`src/rtl/uart_pkg.sv`:
```
// UART shared definitions: receiver FSM encoding and default
// frame timing, common to the receiver and transmitter.
package uart_pkg;

  localparam int CLKS_PER_BIT_DEFAULT = 10416;
  localparam int DATA_BITS_DEFAULT    = 8;

  typedef enum logic [2:0] {
    IDLE      = 3'd0,
    START     = 3'd1,
    DATA      = 3'd2,
    STOP      = 3'd3,
    WAIT_HIGH = 3'd4
  } rx_state_t;

endpackage

```
`src/rtl/uart_rx_sync.sv`:
```
// Two-flop synchronizer for the asynchronous serial line.
// Resets to 1 so an idle line never looks like a start edge.
module uart_rx_sync (
  input  logic clk,
  input  logic reset,
  input  logic d,
  output logic q
);

  logic [1:0] ff;

  always_ff @(posedge clk) begin
    if (reset) ff <= 2'b11;
    else       ff <= {ff[0], d};
  end

  assign q = ff[1];

endmodule

```
`src/rtl/uart_receiver.sv`:
```
// UART receiver: mid-bit sampling, 8N1-style framing,
// one-cycle data_valid / frame_err pulses.
module uart_receiver
  import uart_pkg::*;
#(
  parameter int CLKS_PER_BIT = CLKS_PER_BIT_DEFAULT,
  parameter int DATA_BITS    = DATA_BITS_DEFAULT
) (
  input  logic                 clk,
  input  logic                 reset,
  input  logic                 RxD,
  output logic [DATA_BITS-1:0] data,
  output logic                 data_valid,
  output logic                 frame_err,
  output logic                 busy
);

  localparam int CW =
    (CLKS_PER_BIT > 1) ? $clog2(CLKS_PER_BIT) : 1;
  localparam int BW = $clog2(DATA_BITS + 1);

  localparam logic [CW-1:0] BIT_END  = CW'(CLKS_PER_BIT - 1);
  localparam logic [CW-1:0] HALF_END = CW'(CLKS_PER_BIT / 2 - 1);
  localparam logic [BW-1:0] BIT_LAST = BW'(DATA_BITS - 1);

  logic rx_s;

  rx_state_t            state, state_n;
  logic [CW-1:0]        baud, baud_n;
  logic [BW-1:0]        bit_cnt, bit_n;
  logic [DATA_BITS-1:0] shift, shift_n;
  logic [DATA_BITS-1:0] data_n;
  logic                 dv_n, fe_n;

  uart_rx_sync u_sync (
    .clk   (clk),
    .reset (reset),
    .d     (RxD),
    .q     (rx_s)
  );

  always_ff @(posedge clk) begin
    if (reset) begin
      state      <= IDLE;
      baud       <= '0;
      bit_cnt    <= '0;
      shift      <= '0;
      data       <= '0;
      data_valid <= 1'b0;
      frame_err  <= 1'b0;
    end else begin
      state      <= state_n;
      baud       <= baud_n;
      bit_cnt    <= bit_n;
      shift      <= shift_n;
      data       <= data_n;
      data_valid <= dv_n;
      frame_err  <= fe_n;
    end
  end

  always_comb begin
    state_n = state;
    baud_n  = baud;
    bit_n   = bit_cnt;
    shift_n = shift;
    data_n  = data;
    dv_n    = 1'b0;
    fe_n    = 1'b0;
    unique case (state)
      IDLE: begin
        baud_n = '0;
        bit_n  = '0;
        if (!rx_s) state_n = START;
      end
      START: begin
        if (baud == HALF_END) begin
          baud_n  = '0;
          // line back high at mid start bit: a glitch
          state_n = rx_s ? IDLE : DATA;
        end else begin
          baud_n = baud + CW'(1);
        end
      end
      DATA: begin
        if (baud == BIT_END) begin
          baud_n  = '0;
          shift_n = {rx_s, shift[DATA_BITS-1:1]};
          bit_n   = bit_cnt + BW'(1);
          if (bit_cnt == BIT_LAST) state_n = STOP;
        end else begin
          baud_n = baud + CW'(1);
        end
      end
      STOP: begin
        if (baud == BIT_END) begin
          baud_n = '0;
          if (rx_s) begin
            data_n  = shift;
            dv_n    = 1'b1;
            state_n = IDLE;
          end else begin
            fe_n    = 1'b1;
            state_n = WAIT_HIGH;
          end
        end else begin
          baud_n = baud + CW'(1);
        end
      end
      WAIT_HIGH: begin
        if (rx_s) state_n = IDLE;
      end
      default: state_n = IDLE;
    endcase
  end

  assign busy = (state != IDLE);

endmodule

```
`config.mk`:
```
export PLATFORM = sky130hd
export DESIGN_NAME = uart_receiver
export DESIGN_NICKNAME = d
export VERILOG_FILES = /design/src/rtl/uart_pkg.sv /design/src/rtl/uart_rx_sync.sv /design/src/rtl/uart_receiver.sv
export SDC_FILE = /design/constraint.sdc
export NUM_CORES = 1
export LEC_CHECK = 0
export ABC_CLOCK_PERIOD_IN_PS = 5600
export CAP_MARGIN = 5
export CORE_ASPECT_RATIO = 0.75
export CORE_MARGIN = 1
export CORE_UTILIZATION = 44
export CTS_CLUSTER_DIAMETER = 40
export DETAILED_ROUTE_END_ITERATION = 8
export DONT_BUFFER_PORTS = 1
export GPL_ROUTABILITY_DRIVEN = 0
export MAX_ROUTING_LAYER = met4
export SYNTH_ARGS = -nofsm -noshare
export SYNTH_HDL_FRONTEND = slang
export SYNTH_HIERARCHICAL = 1
export SYNTH_SLANG_ARGS = --single-unit
export TNS_END_PERCENT = 1
```
`constraint.sdc`:
```
create_clock -name clk -period 5.6 [get_ports clk]
set_clock_uncertainty 0.2 [all_clocks]
set_input_delay 1.12 -clock clk [delete_from_list [all_inputs] [get_ports clk]]
set_output_delay 1.12 -clock clk [all_outputs]
set_load 0.1 [all_outputs]
```
* Yosys cells after proc, flatten, opt, wreduce, memory -nomap -nowiden
Cells that the tools add are included.
** Storage, ports and cells
- Bits in registers :: 41
- Latch bits :: 0
- Bits in writable memories :: 0
- Bits in read-only memories :: 0
- Input port bits :: 3
- Output and inout bits :: 11
- Word-level logic and storage cells :: 51
- Memories kept :: 0
** Operators by class
- Add/subtract/negate cells :: 2
- Multiply operators :: 0
- Divide/modulo/power cells :: 0
- $lt $le $gt $ge :: 0
- Eq/ne operators :: 13
- Shift-type cells :: 0
- Mux-type cells :: 16
- Bitwise gates (word level) :: 2
- Reduce and logical (&&, ||, !) cells :: 10
** Operators with widths (number)
- 14-bit case mux with 3 select lines :: 1
- 14-bit two-way mux :: 2
- 3-bit two-way mux :: 7
- 3-bit case mux with 5 select lines :: 1
- 14-bit by 1-bit adder with 14-bit output, second input constant :: 1
- 14-bit by 13-bit == test with 1-bit output, second input constant :: 1
- 14-bit == test, second input constant :: 1
- 2-bit inequality test, second input constant :: 5
- 4-bit case mux with 2 select lines :: 1
- 3-bit by 2-bit == test with 1-bit output, second input constant :: 2
- 6-bit AND reduction :: 1
- 3-bit nonzero test :: 2
- 4-bit by 1-bit adder with 4-bit output, second input constant :: 1
- 4-bit by 3-bit == test with 1-bit output, second input constant :: 1
- 4-bit two-way mux :: 1
- 2-bit AND reduction :: 2
- 3-bit by 1-bit == test with 1-bit output, second input constant :: 1
- 3-bit == test, second input constant :: 1
- 3-bit zero test :: 1
- 3-bit AND reduction :: 1
- 3-bit OR reduction :: 1
- 1-bit two-way mux :: 2
- 2-bit two-way mux :: 1
- 2-bit by 1-bit inequality test with 1-bit output, second input constant :: 1
- 3 further kinds :: 4

* Longest topological paths before layout
Gate-level depths: netlist of run 1.
- Depth after elaboration :: 4
- Depth in mapped cells :: 7

* Cells and area by module
The synthesis of run 1 kept the hierarchy.
** By module, submodules not included
- uart_receiver :: times used 1, cells each 213, area each 1824.2 sq um
- uart_rx_sync :: times used 1, cells each 4, area each 52.6 sq um

* Worst setup path before layout of run 1
OpenSTA, ideal clock, no wires.
- Path kind :: reg-to-output
- From :: register state[2]
- To :: output busy
- Arrival :: 1280 ps
- Required time :: 4280 ps
- Setup slack :: 3000 ps
- Stages on the path, launching flop included :: 4
- Buffers on the path :: 1
- Cells stage by stage :: dfxtp_1 -> clkbuf_1 -> nor3_1 -> inv_1
** On the way
- Longest elaborated chain between the ends :: 1
** RTL lines
- start, declared :: RTL line uart_receiver.sv:28 : rx_state_t state, state_n;
- start signal, assigned :: RTL line uart_receiver.sv:52 : state <= state_n;
- 3-bit nonzero test :: RTL line uart_receiver.sv:117 : assign busy = (state != IDLE);
- end, declared :: RTL line uart_receiver.sv:15 : output logic busy
Every way passes these cells.

* Worst setup path after layout of run 1
Same ends and word-level chain as after synthesis.

==> results.yml, run 1 <==
global_route:
  gr-total-overflow: 0
  antenna_found_initial: 0
  grtUsageTotal_pct: 18.5
  grt_pass1_wl_um: 6300
  grt_pass1_vias: 1314
  grt_start_max_net_pins: 41
finish:
  final_area_mm2: 0.00197
  n_antenna_cell: 0
  fin_nets: 216
  post-route-util_pct: 48.3
  final_cell_mix: "41 x dfxtp_1, 31 x nand2_1, 24 x nor2_1"
  final_common_cell: "dfxtp_1"
  area_growth_pct: 5.00
  final_cells: 267
  final_layout_size_suffix_gt1_share_pct: 9.43
detailed_routing:
  routedWlPerCell_um: 13.9
  antenna_left: 0
  first_pass_iters: 6
  viasPerCell: 5.61
  drc: 0
  drt-initial-drc-count: 97
  vias: 1498
  drt-total-wl_um: 3710
timing:
  setup_viol: 0
  rsz0062_at_grt: "false"
  setup_slack_ns: 2.38
  max_freq_mhz: 311
  min_period_over_period_pct: 57.5
  finalHoldViolations: 0
  drv_slew: 0
  min_period_ns: 3.22
  tns_ns: 0
  worstMarginPinSlew_ns: 1.02
  slew_headroom_pct: 32.2
  hold_ws_ns: 0.214
clock_tree:
  cts_tree: "built"
  cts-root-buf: "clkbuf_8"
  hold_buffers: 0
  cts_max_path_buffers: 2
  cts_setup_buffers: 0
  htree_levels: 2
  cts.clk_slew.worst_paths_ns: 0.09
  cts_resized: 0
  cts_buffers: 5
  cts_sinks: 41
  clk_latency_ns: 0.30
die:
  die_h_um: 58.6
  ios: 14
  coreArea_mm2: 0.00408
  rows: 20
  dieArea_mm2: 0.00453
  start_util_pct: 46.0
  die_width_um: 77.4
synthesis:
  yosys.cell_types.count: 50
  yosys.area.top_type: "dfxtp_1"
  yosys_warnings: 6
  synth-edff-count: 0
  postSynthAreaPerCell_um2: 8.65
  yosysTopAreaCellShare_pct: 43.7
  syn-cell-area_mm2: 0.00188
  synth-async-reset-ratio_pct: 0
  synth_area_leaders: "dfxtp_1 44%, nand2_1 6.2%, nor2_1 4.8%, mux2i_1 4.3%, a21oi_1 2.9%"
  ys_ff_latch: 41
  synth_ff_type: "dfxtp_1"
  syn_nets: 222
  yosysSeqAreaShare_pct: 43.7
  synthCells: 217
power:
  p_per_area_mw_per_mm2: 257
  power_mw: 0.506
  leakagePower_nw: 0.612
  ir_worst_vdd_v: 0.000110
critical_path:
  cp_data_required_time_ns: 4.28
  cp-start-kind: "flop"
  cp-end-kind: "output port"
  crit_arrival_ns: 1.90
  cp_max_fo: 21
  path_class: "flop to output port"
place:
  placed_area_mm2: 0.00188
  dpl.hpwl_um: 2510
  dpl_worst_slack_ns: 2.69
  portBuffers: 0
  placed_cells: 259
run_status:
  status: "finished, final reports clean"
flow_run:
  maxCapViolCount: 0
worst_hold_path:
  min_path_type: "flop to flop"
==> cell families after synthesis <==
family / count (synthesis) / share of synthesized area (%)
muxes: 9 / 4.87
AOI/OAI and AO/OA: 29 / 10.0
buffers and inverters: 18 / 4.67
adders and majority gates: 2 / 1.33
and+or+nand+nor: 113 / 33.1
DFF: 41 / 43.7
xor gates and xnor gates: 5 / 2.33
==> final timing paths <==
check | cells after the start | slack [ns] | from | to
hold reg to reg | 1 | 0.21 | u_sync/ff[0] | u_sync/ff[1]
setup reg to reg | 6 | 2.87 | baud[0] | baud[2]
setup / recovery | 2 | 2.38 | state[2] | busy
hold / removal | 1 | 0.21 | u_sync/ff[0] | u_sync/ff[1]
==> metal layers <==
metal	vias to the layer above	track usage, %	part of all wire, %
li1	760	-	-
met3	5	5.89	5.9
met2	34	24.7	42
met4	0	8.09	1.2
met5	-	-	0
met1	699	25.4	51
==> synthesized netlist by cell type, types with 2 or more instances <==
cell type and count:
xnor2_1 3, or4_1 3, nor4b_1 2, nand4_1 5
nand2_1 31, nor4_1 7, nor3_1 8, a221o_1 3
inv_1 5, nor3b_1 2, buf_2 2, a21oi_1 11
or3_2 2, a31oi_1 5, nor2_1 24, dfxtp_1 41
nand3_1 9, ha_1 2, mux2i_1 8, o21ai_0 3
xor2_1 2, or2_1 2, and2_1 2, nor2b_1 2
clkbuf_1 8
==> cell type report <==
| cell class | instances | area (um2) |
|---|---|---|
| well taps | 55 | 68.8 |
| clock buffers | 5 | 68.8 |
| clock inverters | 3 | 25.0 |
| inverters | 5 | 18.8 |
| multi-input cells | 158 | 968 |
| fillers | 385 | 2110 |
| flip-flops and latches | 41 | 821 |
==> critical path, cell delays in order (launching register included) <==
cell and delay, ns:
dfxtp_1 0.71, nor3_1 0.21, inv_1 0.69
==> report_power, final <==
part / switching, mW / internal, mW
Clock: 0.113 / 0.0900
Combinational: 0.00651 / 0.00267
Sequential: 0.00130 / 0.292
Total: 0.121 / 0.385
==> state kept, by name, summed over array words and instances, names as in the netlist <==
register and flops:
bit_cnt 4, state 3, u_sync/ff 2, shift 8, frame_err 1, data_valid 1, data 8, baud 14
No activity file was read; power rests on OpenSTA's default activity.
==> run 2, diff against run 1 <==
--- a/config.mk
+++ b/config.mk
@@ -5,7 +5,7 @@
 export SDC_FILE = /design/constraint.sdc
 export NUM_CORES = 1
 export LEC_CHECK = 0
-export ABC_CLOCK_PERIOD_IN_PS = 5600
+export ABC_CLOCK_PERIOD_IN_PS = 2900
 export CAP_MARGIN = 5
 export CORE_ASPECT_RATIO = 0.75
 export CORE_MARGIN = 1
==> constraint.sdc (replaced) <==
create_clock -name clk -period 2.9 [get_ports clk]
set_clock_uncertainty 0.2 [all_clocks]
set_input_delay 0.58 -clock clk [delete_from_list [all_inputs] [get_ports clk]]
set_output_delay 0.58 -clock clk [all_outputs]
set_load 0.1 [all_outputs]
==> run 2 against run 1 <==
Critical path depth up 4. Sequential power rose by 93%. Flip-flop and latch count unchanged. Sequential share of layout area shrank 2.2 points. Via count is 4.3% higher. Design area up 5.5%. Hold slack got worse by 0.065 ns. Critical path type is now flop to flop. Critical endpoint is now baud[2].
==> results.yml, run 2 (synthesis results as in run 1) <==
run_status:
  status: "finished, final reports clean"
critical_path:
  cp_max_fo: 12
  r2r_slack_ns: 0.27
  reg2reg_from: "baud[0]"
  worst_path_largest_cell_delay_ns: 0.72
  slowest_stage: "a22oi_1"
  startpoint: "baud[0]"
  path_class: "flop to flop"
  cp-end-kind: "flop"
  crit_chain: "ha_1 > and4bb_2 > nand4_4 > a22oi_1 > nor2_1 > a221o_1"
  cp_data_required_time_ns: 2.88
  r2r_cells: 6
  cp-start-kind: "flop"
  crit_arrival_ns: 2.61
  rr_endpoint: "baud[2]"
timing:
  setup_slack_ns: 0.268
  tns_ns: 0
  finalHoldViolations: 0
  min_period_ns: 2.63
  max_freq_mhz: 380
  drv_slew: 0
  rsz0062_at_grt: "false"
  setup_viol: 0
  min_period_over_period_pct: 90.8
  slew_headroom_pct: 34.8
  worstMarginPinSlew_ns: 0.977
flow_run:
  maxCapViolCount: 0
finish:
  n_antenna_cell: 0
  post-route-util_pct: 51.0
  fin_nets: 225
  regMostFlops: "baud"
  final_layout_size_suffix_gt1_share_pct: 13.1
  final_cell_mix: "41 x dfxtp_1, 31 x nand2_1, 24 x nor2_1"
  final_common_cell: "dfxtp_1"
  largest_register_ff_count: 14
  reg_top3: "baud x14, data x8, shift x8"
  area_growth_pct: 10.7
  n_fill_cell: 392
clock_tree:
  hold_buffers: 0
  cts_tree: "built"
  htree_levels: 2
  cts_buffers: 5
  cts-root-buf: "clkbuf_8"
  cts_resized: 0
  cts.clk_slew.worst_paths_ns: 0.08
  cts_setup_buffers: 0
  clk_latency_ns: 0.29
  cts_sinks: 41
  cts_max_path_buffers: 2
power:
  ir_worst_vdd_v: 0.000243
  leakagePower_nw: 0.684
  p_per_area_mw_per_mm2: 540
die:
  rows: 20
  coreArea_mm2: 0.00408
  start_util_pct: 46.0
  die_h_um: 58.6
  die_width_um: 77.4
  ios: 14
  dieArea_mm2: 0.00453
detailed_routing:
  vias: 1562
  drt-total-wl_um: 3810
  drc: 0
  first_pass_iters: 4
  antenna_left: 0
  viasPerCell: 5.66
  routedWlPerCell_um: 13.8
  drt-initial-drc-count: 128
place:
  dpl.hpwl_um: 2640
  dpl_worst_slack_ns: 0.329
  portBuffers: 0
worst_hold_path:
  whs_endpoint: "shift[1]"
  hold_start: "reset"
  min_path_type: "primary input to flop"
  holdPathStages: 1
global_route:
  grtUsageTotal_pct: 19.1
  gr-total-overflow: 0
  grt_pass1_wl_um: 6450
  grt_start_max_net_pins: 41
  antenna_found_initial: 0
  grt_pass1_vias: 1396
-- run 2: critical path: cells and delay by family, from the launching register on --
| kind | cells | cell delay [ns] |
|---|---|---|
| fa+ha+maj | 1 | 0.25 |
| flops | 1 | 0.38 |
| simple gates | 3 | 0.64 |
| compound gates | 2 | 1.05 |
-- run 2: worst max path at each step --
stage	end	slack, ns
after floorplan	bit_cnt[0]	0.78
after global placement	baud[2]	0.42
after detailed placement	baud[4]	0.33
after CTS	baud[2]	0.31
after global routing	baud[2]	0.06
final	baud[2]	0.27
-- run 2: where the power goes --
group / switching [mW] / internal [mW]
sequential: 0.00244 / 0.565
combinational: 0.0125 / 0.00580
clock: 0.196 / 0.342
total: 0.211 / 0.912
-- run 2: final cells by class --
cell class              count  area (um2)  area share, %
multi-input cells         158         968           46.6
flip-flops and latches     41         821           39.5
clock buffers               5        68.8           3.31
well taps                  55        68.8           3.31
repair buffers              9        67.6           3.25
clock inverters             3        65.1           3.13
inverters                   5        18.8          0.903
-- run 2: layer usage --
layer	global-route usage, %	share of wire, %	vias up
li1	-	-	782
met2	29.0	45	40
met1	24.2	48	730
met4	8.09	1.7	0
met5	-	0	-
met3	5.12	4.5	10
-- run 2: per-stage QoR --
step,instances,area (um2),hold WS (ns),total power [mW]
2_1_floorplan,217,1880,0.183,0.603
3_3_place_gp,268,1940,0.199,0.598
3_5_place_dp,268,1940,0.194,0.598
4_1_cts,276,2080,0.138,1.13
5_1_grt,276,2080,0.131,1.17
6_report,276,2080,0.149,1.12
==> edit 1 (flow settings as in run 2) <==
Make the reset (`reset`) asynchronous in 2 clocked blocks.
--- a/src/rtl/uart_rx_sync.sv
+++ b/src/rtl/uart_rx_sync.sv
@@ -9,7 +9,7 @@
 
   logic [1:0] ff;
 
-  always_ff @(posedge clk) begin
+  always_ff @(posedge clk or posedge reset) begin
     if (reset) ff <= 2'b11;
     else       ff <= {ff[0], d};
   end
--- a/src/rtl/uart_receiver.sv
+++ b/src/rtl/uart_receiver.sv
@@ -39,7 +39,7 @@
     .q     (rx_s)
   );
 
-  always_ff @(posedge clk) begin
+  always_ff @(posedge clk or posedge reset) begin
     if (reset) begin
       state      <= IDLE;
       baud       <= '0;
Formal check against the unedited RTL: differs if reset is asserted again (counterexample within 4 cycles, from zero or initial values and one cycle with reset high); with reset held inactive, the same outputs for 10 cycles.
==> edit 1 against run 2 <==
- synthesized area is 3.6% higher
- total power fell by 11%
- sequential cell count unchanged
- final cell count decreased by 16%
- setup slack gained 0.13 ns
- routed wire length down 12%
- cell area up 1.6%
- clock power decreased by 24%
- critical path type is now flop to output pin
- largest cell class is now sequential cells
==> edit 1: results (changes against run 2) <==
worst rel slew slack 40.0% (+5.2 points); Reg2Reg Depth 6 (unchanged); setup TNS 0 ns (unchanged); largest net degree at the start of global routing 40 (-2.4%); largest cells by area after synthesis dfrtp_1 (50%), mux2_2 (9.8%), nand3_1 (3.1%), dfstp_2 (2.7%), a22o_1 (2.7%); Cell Area, Placed 2000 sq um (+2.8%); crit path capture busy; DRT iter0 DRCs 77 (-40%); port buffer count 0 (unchanged); Yosys cell types 40 (-20%); CTS Root Buffer Type clkbuf_8; VDD IR max 0.000244 V (+0.37%); r2r endpoint bit_cnt[3]; Layout Nets 182 (-19%); Crit-path slowest cell inv_1; DP HPWL 2330 um (-12%); post-synthesis sequential area ratio 52.9% (+9.2 points); worst-path maximum fanout 13 (+1); Worst R2R Start baud[0]; critical path launch point state[2]; initial antenna violation count 0 (unchanged); worst min-delay path class input pin to async pin; Antenna diodes 0 (unchanged); Leak Pwr 0.983 nW (+44%); synth warn 6 (unchanged); drt via density 5.70 (+0.76%); first-pass GRT wire length 6000 um (-7.1%); vias in the first global route 1273 (-8.8%); share of layout cells above drive strength 1 20.3% (+7.2 points); outcome complete, no violations; internal reg-to-reg setup slack 0.42 ns (+0.15 ns); Worst-path clk slew 0.08 ns (about the same); CP peak stage delay 0.67 ns (-0.05 ns); CTS Hold Buffers Added 1 (+1); latest clock arrival within the worst-skew pair 0.30 ns; number of iterations in the first detailed-routing pass 4 (unchanged); CP Data Arrival Time 1.72 ns (-0.89 ns); Max Root-Sink Buffers 2 (unchanged); Total GRT Usage 17.8% (-1.2 points); commonest cells in the netlist dfrtp_1 (39), mux2_2 (17), nand3_1 (12); final WL 3330 um (-12%); FFs w/ async S/R, synth 100% (+100 points); Primary FF master, synth dfrtp_1
edit 1: cell types whose count changed after synthesis, moves of 5 or more:
cell | run 2 | this run
a21o_1 | 0 | 5
a21oi_1 | 11 | 6
a22o_1 | 0 | 6
a31oi_1 | 5 | 0
dfrtp_1 | 0 | 39
dfxtp_1 | 41 | 0
mux2_2 | 1 | 17
mux2i_1 | 8 | 3
nand2_1 | 31 | 11
nor2_1 | 24 | 10
nor3_1 | 8 | 2
nor4_1 | 7 | 2
edit 1: power by group:
group | leakage (nW) | internal (W) | switching (W)
clock | 0.0542 | 0.000215 | 0.000195
combinational | 0.377 | 0.00000257 | 0.0000109
sequential | 0.551 | 0.000574 | 0.00000161
total | 0.983 | 0.000791 | 0.000208
edit 1: cell type report:
| cell class | count | area (sq um) |
|---|---|---|
| Clock buffer | 7 | 96.3 |
| Clock inverter | 1 | 5.00 |
| Fill cell | 377 | 2040 |
| Inverter | 7 | 26.3 |
| Multi-Input combinational cell | 117 | 853 |
| Sequential cell | 41 | 1030 |
| Tap cell | 55 | 68.8 |
| Timing Repair Buffer | 4 | 32.5 |
edit 1: worst min-delay path by stage:
| stage | slack (ns) | to | startpoint |
|---|---|---|---|
| final | 0.08 | baud[3] | reset |
| after global routing | 0.05 | u_sync/ff[0] | RxD |
| after CTS | 0.07 | u_sync/ff[0] | RxD |
| after detailed placement | 0.15 | u_sync/ff[1] | u_sync/ff[0] |
| after global placement | 0.15 | u_sync/ff[1] | u_sync/ff[0] |
| after floorplan | 0.15 | u_sync/ff[1] | u_sync/ff[0] |
edit 1: critical path: cells and delay by family (launching register included):
family,cells,cell delay (ns)
buffers and inverters,1,0.67
flip-flops,1,0.60
AND/OR/NAND/NOR,1,0.14
edit 1: through the flow:
stage / cells / setup slack (ns)
floorplan: 174 / 0.715
global placement: 223 / 0.505
detailed placement: 223 / 0.433
CTS: 232 / 0.396
global route: 232 / 0.262
finish: 232 / 0.403
edit 1: logic make-up (layout without fill, tap and decap cells):
| family | after synthesis | in the layout | share of synthesized area (%) |
|---|---|---|---|
| compound gates | 27 | 27 | 9.97 |
| xor+xnor | 2 | 2 | 0.901 |
| fa+ha+maj | 3 | 3 | 1.93 |
| buf+inv | 16 | 19 | 3.22 |
| flops | 41 | 41 | 52.9 |
| mux | 20 | 20 | 11.4 |
| simple gates | 65 | 65 | 19.7 |
edit 1: layer usage:
layer / up-vias / GRT usage [%] / share of wire (%)
met2: 25 / 25.0 / 42
met4: 0 / 6.61 / 1.1
li1: 631 / - / -
met3: 7 / 7.08 / 5.2
met1: 660 / 23.3 / 51
met5: - / - / 0
==> edit 2 (flow settings as in run 2) <==
Without the edit above. Change the package constant `CLKS_PER_BIT_DEFAULT` from 10416 to 5208.
--- a/src/rtl/uart_pkg.sv
+++ b/src/rtl/uart_pkg.sv
@@ -2,7 +2,7 @@
 // frame timing, common to the receiver and transmitter.
 package uart_pkg;
 
-  localparam int CLKS_PER_BIT_DEFAULT = 10416;
+  localparam int CLKS_PER_BIT_DEFAULT = 5208;
   localparam int DATA_BITS_DEFAULT    = 8;
 
   typedef enum logic [2:0] {
Formal check against the unedited RTL: no difference found for any inputs over 10 cycles, from zero or initial values and one cycle with reset high; that may be too few to reach the edited logic, so the function may still have changed.
==> edit 2 against run 2 <==
- worst hold slack better by 0.0072 ns
- sequential power is 2% lower
- synthesized area is 1.3% lower
- count of clock-buffer cells in the layout did not move
- critical endpoint is now state[1]
- cell area is 1.5% lower
- non-clock buffer count shrank 1
- final cell count shrank 3.6%
- via count is 5.5% lower
- setup slack improved by 0.11 ns
- largest cell class unchanged
- combinational power fell by 15%
- die area is 1.2% lower
- routed wire length down 3.3%
- sequential cell count shrank 1
- total power fell by 8.8%
==> edit 2: results (changes against run 2) <==
worst-path maximum fanout 14 (+2); Yosys cell types 41 (-18%); met3 WL 130 um (-24%); wl on met1 1840 um (+0.11%); number of iterations in the first detailed-routing pass 4 (unchanged); final WL 3680 um (-3.3%); worst rel slew slack 35.8% (+1.0 points); largest cells by area after synthesis dfxtp_1 (43%), mux2i_1 (8.6%), nor2_1 (6.1%), nand3_1 (3.2%), nand2_1 (3.0%); Cell Area, Placed 1930 sq um (-0.64%); Total GRT Usage 18.8% (-0.27 points); Die ar. 4480 sq um (-1.2%); GRT met2 Usage 29.1% (+0.13 points); Hold WS 0.156 ns (+0.00724 ns); H-tree Lvls 2 (unchanged); Fmax 0.397 GHz (+4.4%); Regs by FF count baud x13, data x8, shift x8; dpl ws 0.402 ns (+0.0726 ns); internal reg-to-reg setup slack 0.38 ns (+0.11 ns); share of layout cells above drive strength 1 11.8% (-1.3 points); fill count 397 (+1.3%); Syn Nets 212 (-4.5%); Max Root-Sink Buffers 2 (unchanged); Antenna diodes 0 (unchanged); first-pass GRT wire length 6350 um (-1.5%); Top Metal Used met4; placed cell count 258 (-3.7%); DRT iter0 DRCs 171 (+34%); met3 Use GR 5.20% (+0.081 points); initial antenna violation count 0 (unchanged); combinational logic power 0.0000155 W (-15%); commonest cells in the netlist dfxtp_1 (40), nor2_1 (30), mux2i_1 (16); Leak Pwr 0.650 nW (-5.1%); outcome complete, no violations; Crit-path slowest cell or4_1; P_int 0.000815 W (-11%); post-CTS sizing 0 (unchanged); Total Power 0.00102 W (-8.8%); largest net degree at the start of global routing 40 (-2.4%); vias in the first global route 1382 (-1.0%); latest clock arrival within the worst-skew pair 0.28 ns; CP delay by family, top simple AND/OR/NAND/NOR gates; VDD IR max 0.000284 V (+17%); CTS Root Buffer Type clkbuf_8; Synth Area per Inst 8.95 sq um (+3.5%); Num CTS Buffers 5 (unchanged); final hold violation count 0 (unchanged); Clock power frac 44.4% (-3.5 points); post-synthesis sequential area ratio 43.2% (-0.52 points); drt via density 5.55 (-2.0%); CP Data Arrival Time 2.55 ns (-0.06 ns); port buffer count 0 (unchanged); Worst-path clk slew 0.08 ns (about the same); routing usage on met1 23.5% (-0.66 points); DP HPWL 2570 um (-2.6%); met2 routed wirelength 1680 um (-3.0%); worst min-delay path class input pin to flop; Layout Nets 215 (-4.4%); CP peak stage delay 0.55 ns (-0.17 ns); filler-free cell count of the finished design 266 (-3.6%)
edit 2: changes by cell type after synthesis, moves of 4 or more:
cell	run 2	this run
mux2i_1	8	16
nor2_1	24	30
nor4_1	7	0
a21oi_1	11	7
nand2_1	31	15
edit 2: final timing paths:
kind | start | to | cells past startpoint
max | baud[1] | state[1] | 6
min reg2reg | u_sync/ff[0] | u_sync/ff[1] | 1
max reg2reg | baud[1] | state[1] | 6
min | reset | data[4] | 1
edit 2: kinds of logic after synthesis:
logic type	Yosys count	share of synthesized area, %
buf+inv	14	3.38
simple gates	104	31.5
fa+ha+maj	2	1.35
xor+xnor	4	1.89
compound gates	24	8.17
flops	40	43.2
mux	19	10.5
edit 2: layout make-up:
cell class	instances	area [sq um]	share of cell area, %
multi-input combinational	153	995	48.6
sequential	40	801	39.1
clock buffer	5	68.8	3.36
tap	55	68.8	3.36
timing repair buffer	8	60.1	2.93
clock inverter	3	46.3	2.26
inverter	2	7.51	0.367
